File: config.mk
export PLATFORM = sky130hd
export DESIGN_NAME = pipeline_hazard_controller
export DESIGN_NICKNAME = d
export VERILOG_FILES = /design/src/rtl/pipeline_hazard_controller.sv
export SDC_FILE = /design/constraint.sdc
export NUM_CORES = 1
export LEC_CHECK = 0
export ABC_CLOCK_PERIOD_IN_PS = 2000
export BUFFER_PORTS_ARGS = -buffer_cell sky130_fd_sc_hd__buf_4
export CAP_MARGIN = 30
export CORE_ASPECT_RATIO = 0.8
export CORE_MARGIN = 4
export CORE_UTILIZATION = 40
export DETAILED_ROUTE_END_ITERATION = 6
export PLACE_DENSITY = 0.71
export SLEW_MARGIN = 25
export SYNTH_ARGS = -nofsm -noshare
export SYNTH_HDL_FRONTEND = slang
export SYNTH_SLANG_ARGS = --single-unit
export TNS_END_PERCENT = 10
File: constraint.sdc
create_clock -name clk -period 2 [get_ports clk]
set_input_delay 0.3 -clock clk [delete_from_list [all_inputs] [get_ports clk]]
set_output_delay 0.3 -clock clk [all_outputs]
set_load 0.05 [all_outputs]
File: src/rtl/pipeline_hazard_controller.sv
// Hazard controller for the register-fetch/execute boundary: detects load-use
// and taken-branch hazards, drives stall/bubble/flush controls, selects operand
// forwarding paths for EX and counts lost (bubble) cycles with saturation.
module pipeline_hazard_controller #(
  parameter int unsigned FLUSH_CYCLES = 2,
  parameter int unsigned LOAD_LAT     = 1,
  parameter int unsigned CNT_W        = 16
) (
  input  logic             clk,
  input  logic             reset,
  input  logic             idValidIN,
  input  logic [3:0]       idRnIN,
  input  logic [3:0]       idRmIN,
  input  logic             idUsesRnIN,
  input  logic             idUsesRmIN,
  input  logic             exValidIN,
  input  logic [3:0]       exRdIN,
  input  logic             exRegWriteIN,
  input  logic             exLoadIN,
  input  logic [3:0]       memRdIN,
  input  logic             memRegWriteIN,
  input  logic             branchTakenIN,
  output logic             pcWriteEnOUT,
  output logic             ifidWriteEnOUT,
  output logic             flushIfIdOUT,
  output logic             bubbleOUT,
  output logic [1:0]       fwdAOUT,
  output logic [1:0]       fwdBOUT,
  output logic [CNT_W-1:0] lostCyclesOUT,
  output logic             busyOUT
);

  typedef enum logic [1:0] {RUN, LOAD_STALL, FLUSH} state_e;

  localparam logic [3:0] R15        = 4'd15;
  localparam logic [3:0] FLUSH_INIT = 4'(FLUSH_CYCLES - 1);
  localparam logic [3:0] LOAD_INIT  = 4'(LOAD_LAT - 1);

  state_e           state_q, state_d;
  logic [3:0]       cnt_q, cnt_d;
  logic [CNT_W-1:0] lost_q, lost_d;

  logic       haz_lu;
  logic       pc_we, ifid_we, flush_ifid, bubble;
  logic [1:0] fwd_a, fwd_b;

  // Forward select for one source register; EX beats MEM, R15 never forwards.
  // A load in EX has no result yet, so it is not a forwarding source.
  function automatic logic [1:0] fwd_sel(input logic [3:0] src);
    logic [1:0] sel;
    sel = 2'b00;
    if (src != R15) begin
      if (exValidIN && exRegWriteIN && !exLoadIN && exRdIN == src) sel = 2'b01;
      else if (memRegWriteIN && memRdIN == src)                     sel = 2'b10;
    end
    return sel;
  endfunction

  // Load-use hazard: ID reads the register a load in EX is about to write.
  always_comb begin
    haz_lu = exValidIN && exLoadIN && exRegWriteIN && idValidIN && (exRdIN != R15) &&
             ((idUsesRnIN && idRnIN == exRdIN) || (idUsesRmIN && idRmIN == exRdIN));
    fwd_a  = fwd_sel(idRnIN);
    fwd_b  = fwd_sel(idRmIN);
  end

  // Next-state, countdown and pipeline controls for the current state.
  always_comb begin
    // NOTE: every signal gets a default before the case so no path leaves one
    // unassigned, which would otherwise infer a latch.
    state_d    = state_q;
    cnt_d      = cnt_q;
    pc_we      = 1'b1;
    ifid_we    = 1'b1;
    flush_ifid = 1'b0;
    bubble     = 1'b0;
    unique case (state_q)
      RUN: begin
        // A taken branch wins over a load-use hazard: the ID instruction is wrong-path.
        if (branchTakenIN) begin
          flush_ifid = 1'b1;
          bubble     = 1'b1;
          if (FLUSH_CYCLES > 1) begin
            state_d = FLUSH;
            cnt_d   = FLUSH_INIT;
          end
        end else if (haz_lu) begin
          pc_we   = 1'b0;
          ifid_we = 1'b0;
          bubble  = 1'b1;
          if (LOAD_LAT > 1) begin
            state_d = LOAD_STALL;
            cnt_d   = LOAD_INIT;
          end
        end
      end
      LOAD_STALL: begin
        pc_we   = 1'b0;
        ifid_we = 1'b0;
        bubble  = 1'b1;
        cnt_d   = cnt_q - 4'd1;
        if (cnt_q == 4'd1) state_d = RUN;
      end
      FLUSH: begin
        flush_ifid = 1'b1;
        bubble     = 1'b1;
        cnt_d      = cnt_q - 4'd1;
        if (cnt_q == 4'd1) state_d = RUN;
      end
      default: begin
        state_d = RUN;
        cnt_d   = 4'd0;
      end
    endcase
  end

  // Lost-cycle counter: count every bubble cycle, hold at all-ones.
  always_comb begin
    lost_d = lost_q;
    if (bubble && lost_q != {CNT_W{1'b1}}) lost_d = lost_q + CNT_W'(1);
  end

  // State, countdown and counter registers.
  always_ff @(posedge clk or negedge reset) begin
    // NOTE: reset clears every flop here asynchronously; there is no memory
    // array in this block, so nothing is left un-reset.
    if (!reset) begin
      state_q <= RUN;
      cnt_q   <= 4'd0;
      lost_q  <= '0;
    end else begin
      // NOTE: non-blocking assignments so all flops sample the pre-edge values.
      state_q <= state_d;
      cnt_q   <= cnt_d;
      lost_q  <= lost_d;
    end
  end

  // Output stage: while reset is held the pipeline is frozen and squashed.
  always_comb begin
    if (!reset) begin
      pcWriteEnOUT   = 1'b0;
      ifidWriteEnOUT = 1'b0;
      flushIfIdOUT   = 1'b1;
      bubbleOUT      = 1'b1;
      fwdAOUT        = 2'b00;
      fwdBOUT        = 2'b00;
      busyOUT        = 1'b0;
    end else begin
      pcWriteEnOUT   = pc_we;
      ifidWriteEnOUT = ifid_we;
      flushIfIdOUT   = flush_ifid;
      bubbleOUT      = bubble;
      fwdAOUT        = fwd_a;
      fwdBOUT        = fwd_b;
      busyOUT        = (state_q != RUN);
    end
    lostCyclesOUT = lost_q;
  end

endmodule

After elaboration in Yosys (flattened, before gate mapping)
Index checks and enable logic that the tools add are counted.
Word-level totals
  latch bits: 0
  input port bits: 26
  bits in writable memories: 0
  logic and storage cells: 65
  memories kept: 0
  output and inout port bits: 25
  bits in read-only memories: 0
  register bits: 22
Cells by class
  div/mod/pow operators: 0
  multiply operators: 0
  add/subtract/negate cells: 2
  multiplexer cells: 25
  magnitude comparators: 0
  bitwise logic cells: 0
  shifts and indexed selects: 0
  reduce and logical (&&, ||, !) cells: 20
  equal/unequal tests: 15
Operator list (number)
  4-bit equality test: 6
  2-bit two-way mux: 10
  16-bit by 1-bit adder with 16-bit output, second input constant: 1
  16-bit != test, second input constant: 1
  1-bit logical AND: 14
  4-bit != test, second input constant: 3
  1-bit two-way mux: 9
  4-bit case mux with 2 select lines: 1
  1-bit case mux with 2 select lines: 3
  4-bit by 1-bit equality test with 1-bit output, second input constant: 1
  4-bit two-way mux: 1
  2-bit case mux with 2 select lines: 1
  4-bit by 1-bit subtractor with 4-bit output, second input constant: 1
  2-bit by 1-bit equality test with 1-bit output, second input constant: 1
  2-bit equality test, second input constant: 1
  2-bit zero test: 1
  2-bit by 1-bit != test with 1-bit output, second input constant: 1
  2-bit != test, second input constant: 1
  2-bit AND reduction: 1
  2-bit nonzero test: 1
  2-bit OR reduction: 1
  1-bit zero test: 1
  1-bit logical OR: 1

Depth between registers and ports, before layout
  depth after elaboration: 9
  mapped depth: 6
  depth with buffers taken out: 6

Worst setup path before layout
No wires, ideal clock.
  path kind: in2out
  from: in exRdIN[1]
  to: out fwdAOUT[1]
  cell stages on the path: 4
  path slack: -429 ps
  data required time: 1700 ps
  path buffers: 0
  arrival: 2129 ps
  cell sequence: xnor2_1 nand4_1 nor3_1 nor4_1
Between the ends
  word-level cells in the longest chain between the ends: 5
Ends and longest elaborated chain
  start, declared: line 17  | input logic [3:0] exRdIN,
  4-bit equality test: line 53  | if (exValidIN && exRegWriteIN && !exLoadIN && exRdIN == src) sel = 2'b01;
  1-bit logical AND: line 53
  2-bit two-way mux: line 53
  2-bit two-way mux: line 52  | if (src != R15) begin
  2-bit two-way mux: line 141  | if (!reset) begin
  end, declared: line 27  | output logic [1:0] fwdAOUT,
Every way passes these cells.

Worst setup path after layout
  from: in reset
  to: out fwdAOUT[1]
Between the ends
  word-level cells in the longest chain between the ends: 1
Ends and longest elaborated chain
  start, declared: line 10  | input logic reset,
  2-bit two-way mux: line 141
Every way passes these cells.

==> metrics.yaml <==
total_power_mw: 2.22
ys_seq_area_frac: 0.371
pwr-share-clk: 0.123
die_area_um2: 4570
place.gp.congestion: 0.890
hold_class: "input port to flop"
switchingPower_mw: 1.05
drt_iter0_drc: 76
final_core_util: 0.561
fmaxAchievable_mhz: 535
worst_pin_slew_ps: 386
cts_tree: "built"
crit_end: "fwdAOUT[1]"
final_net_count: 232
holdWs_ps: 256
clock_path_buffers: 2
reg2reg_slack_ps: 190
drt_wl_total_um: 3670
dr.pass1.iters: 4
ctsRootBufferMaster: "clkbuf_8"
synth_warnings: 0
reg2reg_from: "lostCyclesOUT[0]"
p_per_area_nw_per_um2: 1160
ys_ff_latch: 21
gr-total-overflow: 0
cp_data_arrival_time_ps: 1570
drc: 0
outcome: "complete, no violations"
clkSlewWorstSetupHoldPaths_ps: 70
fin_ws_ps: 132
start_util: 0.414
crit_path_end_kind: "output pin"
holdPathStages: 2
setup.worst_path.start: "reset"
io_pins: 51
pre_cts_slack_ps: 34.5
path_class: "input port to output pin"
fin_crit_sh: 0.934
cp.required_ps: 1700
final_max_slew_viol_count: 0
grt_pass1_wl_um: 6000
antenna_cells: 0
layout.cells.non_filler: 244
synthCells: 146
vdd_drop_max_mv: 0.887
share_comb_of_total_power: 0.539
hpwl_um: 3060
finalCriticalPeriod_ps: 1870
synth-edff-count: 0
htreeDepth: 1
hold_viol: 0
wl_per_cell_um: 15.0
cp_max_fo: 10
drive_gt1_frac: 0.332
final_common_cell: "buf_4"
mostFrequentLayoutCells: "52 x buf_4, 21 x dfrtp_1, 20 x xnor2_1"
rsz0062_at_grt: "no"
max-cap-violations: 0
cts_buffers: 3
avgSynthCellArea_um2: 9.71
synthFlopType: "dfrtp_1"
synthArstFlopShare: 1.00
core_um2: 3420
syn_area_um2: 1420
setup_viol: 0
power_leakage_nw: 0.852
seq_power_share: 0.337
dieWidth_um: 74.6
insertion_delay_ps: 260
reg2reg_depth: 5
placementRows: 19
netSwitchingFraction: 0.471
cts.sinks: 21
internal_power_mw: 1.18
slew_headroom: 0.740
reg2reg_to: "lostCyclesOUT[1]"
crit_path_start_kind: "input port"
vias: 1354
area_growth_pct: 35.5
grt_util_all_layers: 0.172
portBuffers: 50
antenna_found_initial: 0
place_inst: 239
via_per_inst: 5.55
die_y_um: 61.2
antenna_left: 0
synth.distinct_cells: 37
finClkSkew_ps: 3.49
syn_nets: 175
grt_max_degree: 19
grt_pass1_vias: 1278
registers in the layout, indices dropped and copies added, names as in the netlist:
register / count
lostCyclesOUT: 16
state_q: 1
cnt_q: 4
per-layer routing:
layer / wire, um / GRT usage
met5: 0 / 0
met4: 34 / 0.0508
met3: 133 / 0.0375
met2: 1890 / 0.283
met1: 1610 / 0.229
area by class of cell:
type                       count  area [um^2]
timing repair buffer          55          423
fill                         317         1500
inverter                       6         22.5
tap                           42         52.6
sequential                    21          526
multi-input combinational    116          852
clock buffer                   4         45.0
worst min-delay path by stage:
stage,startpoint,endpoint
after global routing,branchTakenIN,cnt_q[3]
after global placement,reset,lostCyclesOUT[13]
final,branchTakenIN,cnt_q[3]
after floorplan,reset,cnt_q[0]
after CTS,branchTakenIN,cnt_q[3]
after detailed placement,reset,lostCyclesOUT[13]
through the flow:
stage | cell area (um^2) | TNS (ps)
finish | 1920 | 0
global route | 1920 | 0
CTS | 1910 | 0
detailed placement | 1860 | 0
global placement | 1860 | 0
floorplan | 1420 | -933
synthesized netlist by cell type, types with 2 or more instances:
master    count  share of area
nand4_1       9          0.040
and3_1        2         0.0088
nand2b_1      2         0.0088
mux2_1        2          0.016
nor4b_2       2          0.021
dfrtp_1      21           0.37
o22a_1        3          0.019
nand2_1      11          0.029
nor3_1        8          0.028
xor2_1        6          0.037
ha_1          3          0.026
nor2_1        4          0.011
and4_1        3          0.019
inv_1         6          0.016
nor4_1        6          0.026
o31ai_1       3          0.016
a21oi_1       4          0.014
and2_1        2         0.0088
xnor2_1      20           0.12
or2_2         2         0.0088
nand3_1      11          0.039
power groups by stage:
stage / logic [mW] / registers [mW] / clock network (mW)
2_1_floorplan: 0.523 / 1.05 / 0
3_3_place_gp: 1.16 / 0.749 / 0
3_5_place_dp: 1.20 / 0.758 / 0
4_1_cts: 1.21 / 0.750 / 0.288
5_1_grt: 1.28 / 0.775 / 0.310
6_report: 1.20 / 0.750 / 0.274
repair_timing:
| action | 4_1_cts | 5_1_grt |
|---|---|---|
| resized for setup | 0 | 2 |
| endpoints found under the setup margin | 0 | 3 |
| buffers inserted | 0 | 0 |
| endpoints found under the hold margin | 7 | 0 |
| hold buffers | 1 | 0 |
critical path, stage by stage:
cell,delay [ps]
dlygate4sd3_1,540
buf_6,140
nand2_1,90
nor4_2,250
buf_4,240
cell families (layout without fill, tap and decap cells):
family	count (synthesis)	after routing	synth area share
adder cells (fa/ha/maj)	3	3	0.0265
flip-flops	21	21	0.371
multiplexers	3	3	0.0265
XOR/XNOR	26	26	0.161
AND/OR/NAND/NOR	66	66	0.282
AO/OA/AOI/OAI	18	18	0.101
buffers and inverters	9	65	0.0327
Power figures use the tool's default switching activity.
